`config.mk`:
```
export PLATFORM = sky130hd
export DESIGN_NAME = fetch_queue_stage
export DESIGN_NICKNAME = d
export VERILOG_FILES = /design/src/rtl/fetch_pkg.sv /design/src/rtl/fetch_queue.sv /design/src/rtl/fetch_queue_stage.sv
export SDC_FILE = /design/constraint.sdc
export NUM_CORES = 1
export LEC_CHECK = 0
export BUFFER_PORTS_ARGS = -buffer_cell sky130_fd_sc_hd__buf_2
export CAP_MARGIN = 20
export CORE_MARGIN = 2
export CORE_UTILIZATION = 35
export CTS_BUF_LIST = sky130_fd_sc_hd__clkbuf_8
export DETAILED_ROUTE_END_ITERATION = 6
export HOLD_SLACK_MARGIN = 0.06
export PLACE_DENSITY = 0.53
export SYNTH_ARGS = -nofsm -noshare
export SYNTH_HDL_FRONTEND = slang
export SYNTH_SLANG_ARGS = --single-unit
```
`constraint.sdc`:
```
create_clock -name clk -period 3.58 [get_ports clk]
set_clock_uncertainty 0.15 [all_clocks]
set_input_delay 1.074 -clock clk [delete_from_list [all_inputs] [get_ports clk]]
set_output_delay 1.074 -clock clk [all_outputs]
set_load 0.02 [all_outputs]
```
`src/rtl/fetch_pkg.sv`:
```
// ---------------------------------------------------------------------------
// fetch_pkg
// Shared types and constants for the instruction-fetch stage.
//   pc_src_e      : next-PC source select (sequential / jump / branch / reserved)
//   INSTR_NOP     : instruction word presented when no instruction is available
//   fetch_entry_t : one fetch-queue slot at the default 32-bit width
//   is_redirect() : true when the PC source abandons sequential fetch
// ---------------------------------------------------------------------------
package fetch_pkg;

  localparam int FETCH_XLEN = 32;

  typedef enum logic [1:0] {
    PC_SEQ    = 2'b00,
    PC_JUMP   = 2'b01,
    PC_BRANCH = 2'b10,
    PC_RSVD   = 2'b11   // behaves exactly like PC_SEQ
  } pc_src_e;

  localparam logic [FETCH_XLEN-1:0] INSTR_NOP = '0;

  typedef struct packed {
    logic [FETCH_XLEN-1:0] pc;
    logic [FETCH_XLEN-1:0] inst;
    logic                  filled;
  } fetch_entry_t;

  function automatic logic is_redirect(input pc_src_e src);
    return (src == PC_JUMP) || (src == PC_BRANCH);
  endfunction

endpackage

```
`src/rtl/fetch_queue.sv`:
```
// ---------------------------------------------------------------------------
// fetch_queue
// DEPTH-entry ring buffer holding fetches from allocation (request issued)
// until decode pops them. Three pointers walk the ring in the same order:
//   alloc : next slot to hand to a new imem request
//   fill  : oldest allocated slot still waiting for its imem response
//   head  : oldest slot, presented to decode
// A slot is live from alloc until pop; count tracks live slots and pend
// tracks live-but-unfilled slots (fetches still in flight).
//
// Ports
//   clk, rst            clock, asynchronous active-low reset
//   flush_i             drop every slot and rewind all pointers (wins over all)
//   alloc_i/alloc_pc_i  allocate a slot for a request issued at this PC
//   fill_i/fill_inst_i  write the returning word into the fill slot
//   pop_i               retire the head slot (only when head is filled)
//   count_o             live slots
//   pend_o              live slots still awaiting their response
//   head_filled_o       head slot holds a returned instruction
//   head_pc_o/inst_o    head slot contents, zero when the queue is empty
// ---------------------------------------------------------------------------
module fetch_queue
  import fetch_pkg::*;
#(
  parameter int XLEN  = 32,
  parameter int DEPTH = 4
) (
  input  logic                       clk,
  input  logic                       rst,
  input  logic                       flush_i,
  input  logic                       alloc_i,
  input  logic [XLEN-1:0]            alloc_pc_i,
  input  logic                       fill_i,
  input  logic [XLEN-1:0]            fill_inst_i,
  input  logic                       pop_i,
  output logic [$clog2(DEPTH+1)-1:0] count_o,
  output logic [$clog2(DEPTH+1)-1:0] pend_o,
  output logic                       head_filled_o,
  output logic [XLEN-1:0]            head_pc_o,
  output logic [XLEN-1:0]            head_inst_o
);

  localparam int PW = $clog2(DEPTH);
  localparam int CW = $clog2(DEPTH+1);

  typedef struct packed {
    logic [XLEN-1:0] pc;
    logic [XLEN-1:0] inst;
    logic            filled;
  } entry_t;

  entry_t          entry_q [DEPTH];
  logic [PW-1:0]   alloc_q;
  logic [PW-1:0]   fill_q;
  logic [PW-1:0]   head_q;
  logic [CW-1:0]   count_q;
  logic [CW-1:0]   pend_q;

  // Pointers are PW bits wide and DEPTH is a power of two, so the
  // natural increment overflow is the ring wrap.
  always_ff @(posedge clk or negedge rst) begin
    if (!rst) begin
      for (int i = 0; i < DEPTH; i++) entry_q[i] <= '0;
      alloc_q <= '0;
      fill_q  <= '0;
      head_q  <= '0;
      count_q <= '0;
      pend_q  <= '0;
    end else if (flush_i) begin
      // Clearing filled is what invalidates the slots; pc/inst are don't-care.
      for (int i = 0; i < DEPTH; i++) entry_q[i].filled <= 1'b0;
      alloc_q <= '0;
      fill_q  <= '0;
      head_q  <= '0;
      count_q <= '0;
      pend_q  <= '0;
    end else begin
      // pop, alloc and fill never target the same slot in one cycle:
      // pop needs a filled head, fill needs an unfilled slot, and alloc
      // only lands on the head slot when the queue is empty.
      if (pop_i) begin
        entry_q[head_q].filled <= 1'b0;
        head_q                 <= head_q + 1'b1;
      end
      if (alloc_i) begin
        entry_q[alloc_q].pc     <= alloc_pc_i;
        entry_q[alloc_q].inst   <= XLEN'(INSTR_NOP);
        entry_q[alloc_q].filled <= 1'b0;
        alloc_q                 <= alloc_q + 1'b1;
      end
      if (fill_i) begin
        entry_q[fill_q].inst   <= fill_inst_i;
        entry_q[fill_q].filled <= 1'b1;
        fill_q                 <= fill_q + 1'b1;
      end
      count_q <= count_q + CW'(alloc_i) - CW'(pop_i);
      pend_q  <= pend_q + CW'(alloc_i) - CW'(fill_i);
    end
  end

  assign count_o       = count_q;
  assign pend_o        = pend_q;
  assign head_filled_o = entry_q[head_q].filled;
  assign head_pc_o     = (count_q != '0) ? entry_q[head_q].pc   : '0;
  assign head_inst_o   = (count_q != '0) ? entry_q[head_q].inst : XLEN'(INSTR_NOP);

endmodule

```
`src/rtl/fetch_queue_stage.sv`:
```
// ---------------------------------------------------------------------------
// fetch_queue_stage
// Instruction-fetch stage between an in-order instruction memory and decode.
// Owns the PC, picks the next PC (sequential / jump / branch), issues one
// pipelined imem request per cycle while queue space remains, buffers the
// returned words with their PC, and offers {pc, inst} to decode.
//
// Handshake: out_valid means the head entry holds a returned instruction;
// the entry transfers on any rising edge where out_valid && out_ready, and
// out_pc/out_inst stay stable while out_valid is high and out_ready low
// (only a redirect withdraws an offered entry). imem_req has no ready: imem
// accepts every request and answers in request order, at least one cycle
// later, on imem_rvalid.
//
// A redirect (jump or branch) flushes the queue in the same cycle. Requests
// already in flight still return; discard_q counts them so they are dropped
// instead of filling slots that now belong to the new path.
//
// Ports
//   clk, rst                  clock, asynchronous active-low reset
//   pc_src                    00 seq, 01 jump, 10 branch, 11 treated as seq
//   jump_addr, branch_addr    redirect targets
//   imem_req, imem_addr       fetch request and address (= current PC)
//   imem_rvalid, imem_rdata   in-order fetch response
//   out_valid/out_ready       decode handshake
//   out_pc, out_inst          head entry, zero when the queue is empty
//   perf_fetched/dropped/stall  saturating event counters, present only
//                               when FETCH_PERF_EN is defined
//
// Build option: define FETCH_PERF_EN to add the performance counters.
// ---------------------------------------------------------------------------
module fetch_queue_stage
  import fetch_pkg::*;
#(
  parameter int              XLEN     = 32,
  parameter int              DEPTH    = 4,
  parameter logic [XLEN-1:0] RESET_PC = '0
) (
  input  logic            clk,
  input  logic            rst,
  input  logic [1:0]      pc_src,
  input  logic [XLEN-1:0] jump_addr,
  input  logic [XLEN-1:0] branch_addr,
  output logic            imem_req,
  output logic [XLEN-1:0] imem_addr,
  input  logic            imem_rvalid,
  input  logic [XLEN-1:0] imem_rdata,
  output logic            out_valid,
  input  logic            out_ready,
  output logic [XLEN-1:0] out_pc,
  output logic [XLEN-1:0] out_inst
`ifdef FETCH_PERF_EN
  ,
  output logic [31:0]     perf_fetched,
  output logic [31:0]     perf_dropped,
  output logic [31:0]     perf_stall
`endif
);

  localparam int CW = $clog2(DEPTH+1);
  // Discards from one redirect plus requests issued before the next can
  // exceed DEPTH when imem latency is long; two spare bits give headroom.
  localparam int DW = CW + 2;
  localparam logic [XLEN-1:0] PC_STEP = XLEN'(XLEN/8);

  pc_src_e         src;
  logic            redirect;
  logic [XLEN-1:0] target;
  logic            full;
  logic            issue;
  logic            drop;
  logic            fill;
  logic            pop;

  logic [XLEN-1:0] pc_q, pc_d;
  logic [DW-1:0]   discard_q, discard_d;
  // Holds imem_req low in the first cycle after reset release.
  logic            run_q;

  logic [CW-1:0]   count;
  logic [CW-1:0]   pend;
  logic            head_filled;
  logic [XLEN-1:0] head_pc;
  logic [XLEN-1:0] head_inst;

  // ---------------- control ----------------
  assign src      = pc_src_e'(pc_src);
  assign redirect = is_redirect(src);
  assign full     = (count == CW'(DEPTH));
  assign issue    = run_q && !redirect && !full;
  assign drop     = imem_rvalid && (discard_q != '0);
  // On a redirect the queue is flushed, so a live response is thrown away.
  assign fill     = imem_rvalid && (discard_q == '0) && !redirect;
  assign pop      = out_valid && out_ready;

  always_comb begin
    target = pc_q;
    case (src)
      PC_JUMP:   target = jump_addr;
      PC_BRANCH: target = branch_addr;
      default:   target = pc_q;
    endcase
  end

  always_comb begin
    pc_d = pc_q;
    if (redirect)   pc_d = target;
    else if (issue) pc_d = pc_q + PC_STEP;   // wraps modulo 2^XLEN
  end

  // Everything still owed by imem (live in-flight plus already-condemned)
  // becomes discardable on a redirect, less the word arriving right now.
  always_comb begin
    discard_d = discard_q;
    if (redirect)  discard_d = discard_q + DW'(pend) - DW'(imem_rvalid);
    else if (drop) discard_d = discard_q - 1'b1;
  end

  always_ff @(posedge clk or negedge rst) begin
    if (!rst) begin
      pc_q      <= RESET_PC;
      discard_q <= '0;
      run_q     <= 1'b0;
    end else begin
      pc_q      <= pc_d;
      discard_q <= discard_d;
      run_q     <= 1'b1;
    end
  end

  // ---------------- queue ----------------
  fetch_queue #(
    .XLEN  (XLEN),
    .DEPTH (DEPTH)
  ) u_queue (
    .clk           (clk),
    .rst           (rst),
    .flush_i       (redirect),
    .alloc_i       (issue),
    .alloc_pc_i    (pc_q),
    .fill_i        (fill),
    .fill_inst_i   (imem_rdata),
    .pop_i         (pop),
    .count_o       (count),
    .pend_o        (pend),
    .head_filled_o (head_filled),
    .head_pc_o     (head_pc),
    .head_inst_o   (head_inst)
  );

  // ---------------- outputs ----------------
  assign imem_req  = issue;
  assign imem_addr = pc_q;
  assign out_valid = head_filled && !redirect;
  assign out_pc    = head_pc;
  assign out_inst  = head_inst;

`ifdef FETCH_PERF_EN
  logic [31:0] perf_fetched_q, perf_dropped_q, perf_stall_q;

  always_ff @(posedge clk or negedge rst) begin
    if (!rst) begin
      perf_fetched_q <= '0;
      perf_dropped_q <= '0;
      perf_stall_q   <= '0;
    end else begin
      if (pop  && (perf_fetched_q != '1)) perf_fetched_q <= perf_fetched_q + 1'b1;
      if (drop && (perf_dropped_q != '1)) perf_dropped_q <= perf_dropped_q + 1'b1;
      if (full && (perf_stall_q   != '1)) perf_stall_q   <= perf_stall_q + 1'b1;
    end
  end

  assign perf_fetched = perf_fetched_q;
  assign perf_dropped = perf_dropped_q;
  assign perf_stall   = perf_stall_q;
`endif

  // A response with nothing allocated or condemned means imem broke order.
  a_rvalid_expected: assert property (
    @(posedge clk) disable iff (!rst)
      imem_rvalid |-> ((pend != '0) || (discard_q != '0))
  );

endmodule
```
Word level (Yosys, flattened, before mapping)
Cells that the tools add are included.
- flip-flop bits (word level): 310
- input bits: 102
- output and inout port bits: 98
- word-level logic and storage cells: 110
- $add $sub $neg: 11
- $lt $le $gt $ge: 6
- equality and inequality tests: 4
- mux-type cells: 45
- bitwise logic cells: 3
- reduce and logical (&&, ||, !) cells: 21
- operators with widths (operator ; count):
    bitwise mux 260 bit ; 6
    2-to-1 mux 260 bit ; 5
    demux 65 bit (select 2 bit) ; 6
    2-to-1 mux 65 bit ; 3
    binary-select mux 65 bit (select 2 bit) ; 1
    2-to-1 mux 32 bit ; 4
    2-to-1 mux 33 bit ; 2
    case mux 32 bit (2 select lines) ; 1
    adder 32 x 3 -> 32 bit (second input constant) ; 1
    2-to-1 mux 2 bit ; 6
    logical AND 1 bit ; 10
    2-to-1 mux 5 bit ; 2
    greater-or-equal comparator 3 bit (second input constant) ; 3
    less-than comparator 3 x 1 -> 1 bit (second input constant) ; 3
    inverter 2 -> 3 bit ; 3
    nonzero test 2 bit ; 4
    2-to-1 mux 1 bit ; 7
    adder 2 x 1 -> 2 bit (second input constant) ; 3
    adder 3 x 1 -> 3 bit ; 2
    2-to-1 mux 3 bit ; 2
    subtractor 3 x 1 -> 3 bit ; 2
    adder 5 x 3 -> 5 bit ; 1
    logical NOT 5 bit ; 1
    nonzero test 5 bit ; 1
    10 further kinds ; 11

Logic depth before layout (Yosys ltp)
Gate-level depths: netlist (run 1).
- depth after elaboration: 17
- mapped depth: 12

Cells and area by module
A second synthesis (run 1) with hierarchy kept.
- cell total of the unflattened synthesis: 1184
- area, all modules: 15394.8 um^2
- modules (own cells, without submodules) (module ; times used ; cells an instance ; area each (um^2)):
    fetch_queue ; 1 ; 840 ; 12425.7
    fetch_queue_stage ; 1 ; 344 ; 2969.1

Least setup slack after synthesis (run 1)
Ideal clock, no wire load.
- path type: input-to-reg
- start point: in pc_src[0]
- end point: reg u_queue.count_q[2], in the netlist u_queue.count_o[2]
- setup time: 0.132 ns
- data arrival time: 2.909 ns
- required time: 3.298 ns
- path slack: 0.389 ns
- stages on the path: 11
- cells stage by stage: inv_1 > ha_1 > and3_1 > clkbuf_1 > ha_1 > inv_1 > ha_1 > inv_1 > fa_1 > xnor2_1 > nor2_1
- word-level cells in the longest chain between the ends: 8
- elaborated cells between the ends (all ways): 11
- classes of those cells: add/sub (2); eq/ne (2); mux (1); reduce/logical (6)
- RTL lines (element ; line ; text):
    start: declaration ; fetch_queue_stage.sv:41 ; input logic [1:0] pc_src,
    equality test 2 x 1 -> 1 bit / equality test 2 bit (equally long branches) ; fetch_pkg.sv:29 ; return (src == PC_JUMP) || (src == PC_BRANCH);
    logical OR 1 bit * ; fetch_pkg.sv:29 ;
    logical NOT 1 bit ; fetch_queue_stage.sv:90, fetch_queue_stage.sv:154 ;
    logical AND 1 bit (2 in series) ; fetch_queue_stage.sv:90 ; assign issue = run_q && !redirect && !full;
    adder 3 x 1 -> 3 bit ; fetch_queue.sv:96 ; count_q <= count_q + CW'(alloc_i) - CW'(pop_i);
    subtractor 3 x 1 -> 3 bit ; fetch_queue.sv:96 ;
    2-to-1 mux 3 bit * ; fetch_queue.sv:69 ; end else if (flush_i) begin
    end signal: assignment ; fetch_queue.sv:96 ;
    end: declaration ; fetch_queue.sv:56 ; logic [CW-1:0] count_q;
Every way passes the cells marked *; elsewhere a longest branch is shown, timed or not.
A chain may end at the register's enable or synchronous reset.

Final worst setup path (run 1)
- start point: reg u_queue.head_q[0]
- end point: out out_pc[12]
- word-level cells in the longest chain between the ends: 5
- RTL lines (element ; line ; text):
    start: declaration ; fetch_queue.sv:55 ; logic [PW-1:0] head_q;
    start signal: assignment ; fetch_queue.sv:83 ; head_q <= head_q + 1'b1;
    inverter 2 -> 3 bit (implied by the code) ; fetch_queue.sv:104 ; assign head_pc_o = (count_q != '0) ? entry_q[head_q].pc : '0;
    binary-select mux 65 bit (select 2 bit) ; fetch_queue.sv:104 ;
    2-to-1 mux 65 bit (2 in series) ; -- ;
    2-to-1 mux 32 bit ; fetch_queue.sv:104 ;
    end: declaration ; fetch_queue_stage.sv:50 ; output logic [XLEN-1:0] out_pc,
Every way passes these cells. The select of a mux whose other input is x is not followed.

==> results of run 1 <==
==> layout by cell type (no fill, tap or decap), drive strengths merged, types with 6 or more instances in the layout <==
cell type	instances
mux2	120
xnor2	33
nor2b	91
clkbuf	73
a21oi	33
nor3	13
mux4	65
buf	245
nand3	134
nand2	303
dfrtp	310
mux2i	8
a211oi	27
xor2	6
ha	27
a31oi	9
and2	9
inv	51
o21ai	15
nand4	7
nor2	16
==> critical path: stages (launching register included) <==
cell and delay [ns]:
dfrtp_4 0.50, clkbuf_4 0.19, buf_4 0.16, mux4_2 0.33, nor2b_1 0.28, buf_2 0.23
==> logic make-up after synthesis <==
family / after synthesis / share of synthesized area (%)
DFF: 310 / 48.02
adders and majority gates: 30 / 2.463
buffers and inverters: 141 / 5.740
muxes: 193 / 17.92
and+or+nand+nor: 594 / 20.33
AOI/OAI and AO/OA: 90 / 3.385
other: 1 / 0.02322
xor gates and xnor gates: 39 / 2.115
==> per-layer routing <==
layer | global-route usage (%) | vias up | routed length [um]
li1 | - | 5206 | -
met1 | 25.90 | 5755 | 20420
met3 | 3.229 | 70 | 2094
met2 | 30.83 | 267 | 21040
met5 | 0 | - | 0
met4 | 5.811 | 0 | 928
==> timing repair <==
item / CTS / global route
pin swaps: 0 / 0
cloned: 0 / 1
gates resized for setup: 1 / 2
hold endpoints to repair: 0 / 0
setup buffers: 4 / 3
setup endpoints to repair: 57 / 31
==> worst paths after layout <==
kind / startpoint / endpoint / slack [ns]
max in group asynchronous: rst / u_queue.entry_q[94] / 2.15
worst max-delay path: u_queue.head_q[0] / out_pc[12] / 0.05
min in group clk: flip-flop / flip-flop / 0.33
worst max register to register: u_queue.head_q[0] / u_queue.count_o[2] / 0.92
worst min register to register: flip-flop / flip-flop / 0.33
worst min-delay path: rst / u_queue.entry_q[140] / 0.24
==> final cells by class <==
cell class / count / share of cell area [%]
clock buffers: 71 / 5.171
clock inverters: 27 / 0.6025
inverters: 30 / 0.5959
multi-input cells: 947 / 39.63
flip-flops and latches: 310 / 41.09
well taps: 600 / 3.973
repair buffers: 247 / 8.939
==> where the power goes <==
group	internal [mW]	leakage [nW]	switching (mW)	total (mW)
clock network	1.76	0.638	1.49	3.25
logic	1.55	4.22	1.53	3.07
registers	4.39	4.02	0.585	4.98
==> run_results.csv, run 1 <==
group,metric,value,unit
timing,fin_crit_sh,98.51,%
synthesis,synth-seq-cells,310,
synthesis,synth_area,0.01615,sq mm
synthesis,seq_area_frac_synth,48.02,%
clock_tree,clk_path_buf_depth,3,
place,numPortBuffers,199,
timing,max-slew-margin-rel,56.78,%
clock_tree,htree_levels,2,
synthesis,synth_edf_count,0,
routing,drtIter0Drc,705,
global_route,grt_pass1_wl,69.61,mm
timing,fin_crit,3.527,ns
power_and_ir_drop,fin_total_pwr,11.30,mW
place,place_inst,2126,
synthesis,yosysMostFrequentCell,"dfrtp_1",
finish,multiInputGateArea,0.007488,sq mm
routing,drc,0,
clock_tree,cts_sinks,310,
die,die_w,218.8,um
worst_setup_path,cp_max_fo,4,
place,dp_hpwl,28.22,mm
die,io_pins,200,
worst_setup_path,critPathRequiredTime,2.36,ns
place,placed_cell_area,0.01770,sq mm
routing,drt-vias-per-instance,5.062,
die,start_util,35.52,%
worst_setup_path,path_class,"reg2out",
finish,regArea,0.007765,sq mm
routing,postRouteAntennaNets,0,
worst_setup_path,worstRegToRegCells,10,
finish,nNetsFinal,1724,
power_and_ir_drop,cellPowerDensity,598.0,mW/mm^2
timing,setup_ws,0.05336,ns
routing,first_pass_iters,5,
clock_tree,tritoncts,"yes",
synthesis,synth_flop_cell,"dfrtp_1",
worst_setup_path,cp.arrival,2.30,ns
timing,setup_viol,0,
global_route,grt_pass1_vias,11870,
die,dieArea,0.04789,sq mm
global_route,grt-ovfl-total,0,
die,core_area,0.04548,sq mm
die,die_y,218.8,um
clock_tree,clk_pin_slew,0.06,ns
status,status,"complete, no violations",
synthesis,synth_top_area_share,48.02,%
timing,report.final.slew_viol_count,0,
timing,hold-worst-slack,0.2390,ns
place,gp_congestion,0.7715,
finish,antennaDiodeCount,0,
synthesis,syn-num-nets,1530,
synthesis,ys_types,50,
routing,dr_total_vias,11300,
finish,nFillCells,4426,
finish,final_area,0.01890,sq mm
timing,rsz0062_at_grt,"true",
min_path,hold_class,"in2async",
synthesis,yosysWarningCount,0,
synthesis,syn_inst,1398,
global_route,grt_antenna_before_repair,0,
finish,area_growth,16.99,%
routing,wl_per_cell,19.93,um
timing,tns,0,ns
synthesis,synth_area_per_cell,11.55,sq um
run,drv_cap,0,
clock_tree,cts-buffers-inserted,56,
finish,final_cells,2232,
finish,final_util,41.55,%
synthesis,synthTopCellsByArea,"dfrtp_1 48%, mux4_2 9.1%, mux2_2 8.4%",
worst_setup_path,start_kind,"flip-flop",
routing,routed_wl,44.48,mm
synthesis,synth_common_cells,"310 x dfrtp_1, 299 x nand2_1, 120 x mux2_2, 91 x nor2b_1, 84 x nand3_2",
clock_tree,insertion_delay,0.64,ns
finish,drive_gt1_share,37.68,%
clock_tree,holdBufCountCts,0,
power_and_ir_drop,max-vdd-ir-drop,270.7,uV
die,row_count,78,
synthesis,synth_top_area_cell,"dfrtp_1",
timing,hold_viol,0,
synthesis,synthArstFlopShare,100.0,%
timing,max_slew.worst_pin.slew,0.6482,ns
clock_tree,clk_root_buffer_cell,"clkbuf_8",
global_route,track_usage,18.95,%
global_route,grt_start_max_net_pins,92,
timing,timing.fmax,283.6,MHz
place,dp_slack,0.2684,ns
power_and_ir_drop,leakagePower,8.872,nW
worst_setup_path,endpoint_kind,"output pin",
(Power assumes the default switching activity.)
==> run 2: changes to the inputs <==
CORE_MARGIN = default   (was 2)
==> run_results.csv, run 2 (synthesized netlist as in run 1, its figures left out) <==
group,metric,value,unit
place,gp_congestion,0.7361,
clock_tree,cts_sinks,310,
worst_setup_path,path_class,"reg2out",
finish,antennaDiodeCount,0,
clock_tree,cts-buffers-inserted,56,
timing,max_slew.worst_pin.slew,0.9055,ns
timing,rsz0062_at_grt,"true",
worst_setup_path,r2r_end,"u_queue.entry_q[65]",
worst_setup_path,cp-endpoint,"out_inst[18]",
finish,final_area,0.01897,sq mm
global_route,grt-ovfl-total,0,
routing,first_pass_iters,5,
status,status,"complete, no violations",
worst_setup_path,reg2reg_slack,0.63,ns
timing,max-slew-margin-rel,39.63,%
finish,drive_gt1_share,37.94,%
routing,postRouteAntennaNets,0,
power_and_ir_drop,max-vdd-ir-drop,307.4,uV
die,row_count,78,
run,drv_cap,0,
worst_setup_path,worstRegToRegCells,8,
power_and_ir_drop,cellPowerDensity,604.4,mW/mm^2
routing,drtIter0Drc,548,
clock_tree,clk_root_buffer_cell,"clkbuf_8",
timing,setup_ws,0.05473,ns
clock_tree,tritoncts,"yes",
die,start_util,35.52,%
timing,tns,0,ns
worst_setup_path,startpoint,"u_queue.head_q[0]",
timing,fin_crit,3.525,ns
clock_tree,holdBufCountCts,0,
worst_setup_path,r2r_start,"discard_q[0]",
timing,hold-worst-slack,0.2286,ns
timing,setup_viol,0,
place,numPortBuffers,199,
finish,final_common_cell,"dfrtp_1",
die,die_y,216.8,um
die,die_w,216.8,um
worst_setup_path,start_kind,"flip-flop",
timing,report.final.slew_viol_count,0,
global_route,grt_pass1_wl,70.02,mm
timing,hold_viol,0,
min_path,hold_class,"in2async",
routing,drc,0,
global_route,grt_start_max_net_pins,63,
power_and_ir_drop,leakagePower,8.909,nW
routing,dr_total_vias,11330,
power_and_ir_drop,fin_total_pwr,11.47,mW
routing,drt-vias-per-instance,5.069,
global_route,grt_antenna_before_repair,0,
die,io_pins,200,
place,dp_slack,0.2088,ns
clock_tree,clk_path_buf_depth,3,
place,dp_hpwl,27.99,mm
routing,routed_wl,44.60,mm
clock_tree,insertion_delay,0.66,ns
routing,wl_per_cell,19.96,um
finish,nNetsFinal,1724,
timing,timing.fmax,283.7,MHz
die,dieArea,0.04702,sq mm
worst_setup_path,endpoint_kind,"output pin",
die,core_area,0.04548,sq mm
clock_tree,clk_pin_slew,0.06,ns
worst_setup_path,cp_max_fo,12,
worst_setup_path,critPathRequiredTime,2.36,ns
worst_setup_path,cp.arrival,2.30,ns
clock_tree,htree_levels,2,
global_route,grt_pass1_vias,11900,
finish,layout_common_cells,"308 x dfrtp_1, 296 x nand2_1, 195 x buf_2, 120 x mux2_2, 89 x nor2b_1",
timing,fin_crit_sh,98.47,%
finish,area_growth,17.46,%
place,placed_cell_area,0.01764,sq mm
global_route,track_usage,19.42,%
## run 2: final cells by class
| type | instances | area, sq um |
|---|---|---|
| tap | 600 | 750.7 |
| clock inverter | 26 | 125.1 |
| fill | 4478 | 26510 |
| inverter | 30 | 112.6 |
| multi-input combinational | 947 | 7496 |
| timing repair buffer | 247 | 1705 |
| clock buffer | 74 | 1018 |
| sequential | 310 | 7765 |
## run 2: power breakdown
part           internal (mW)  total, mW  switching (mW)
combinational           1.57       3.10            1.54
sequential              4.39       4.97           0.578
clock                   1.84       3.40            1.55
total                   7.80       11.5            3.67
## run 2: how the worst min path moves through the flow
| stage | from | endpoint | slack (ns) | cells past startpoint |
|---|---|---|---|---|
| final | rst | u_queue.entry_q[205] | 0.23 | 1 |
| after CTS | rst | u_queue.entry_q[205] | 0.19 | 1 |
| after floorplan | flip-flop | flip-flop | 0.29 | 2 |
| after global routing | rst | u_queue.entry_q[71] | 0.23 | 1 |
| after global placement | flip-flop | flip-flop | 0.31 | 2 |
| after detailed placement | flip-flop | flip-flop | 0.32 | 2 |
## run 2: per-layer routing
layer  routed length (um)  track usage (%)
met1                20190            26.09
met2                21050            31.36
met3                 2307            3.620
met4                 1050            6.831
met5                    0                0
## run 2: stage by stage
stage | utilization (%) | cells
final | 41.72 | 2234
after CTS | 41.62 | 2233
after global routing | 41.72 | 2234
after global placement | 38.78 | 2126
after detailed placement | 38.78 | 2126
after floorplan | - | 1398
## run 2: worst max-delay path: stages, from the launching register on
cell	delay [ns]
dfrtp_4	0.45
buf_8	0.14
buf_16	0.17
mux4_2	0.51
nor2b_1	0.18
buf_2	0.18
## run 2: timing repair
item / 4_1_cts / 5_1_grt
gates resized for setup: 13 / 7
gates cloned: 2 / 1
setup buffers: 5 / 0
endpoints found under the setup margin: 59 / 14
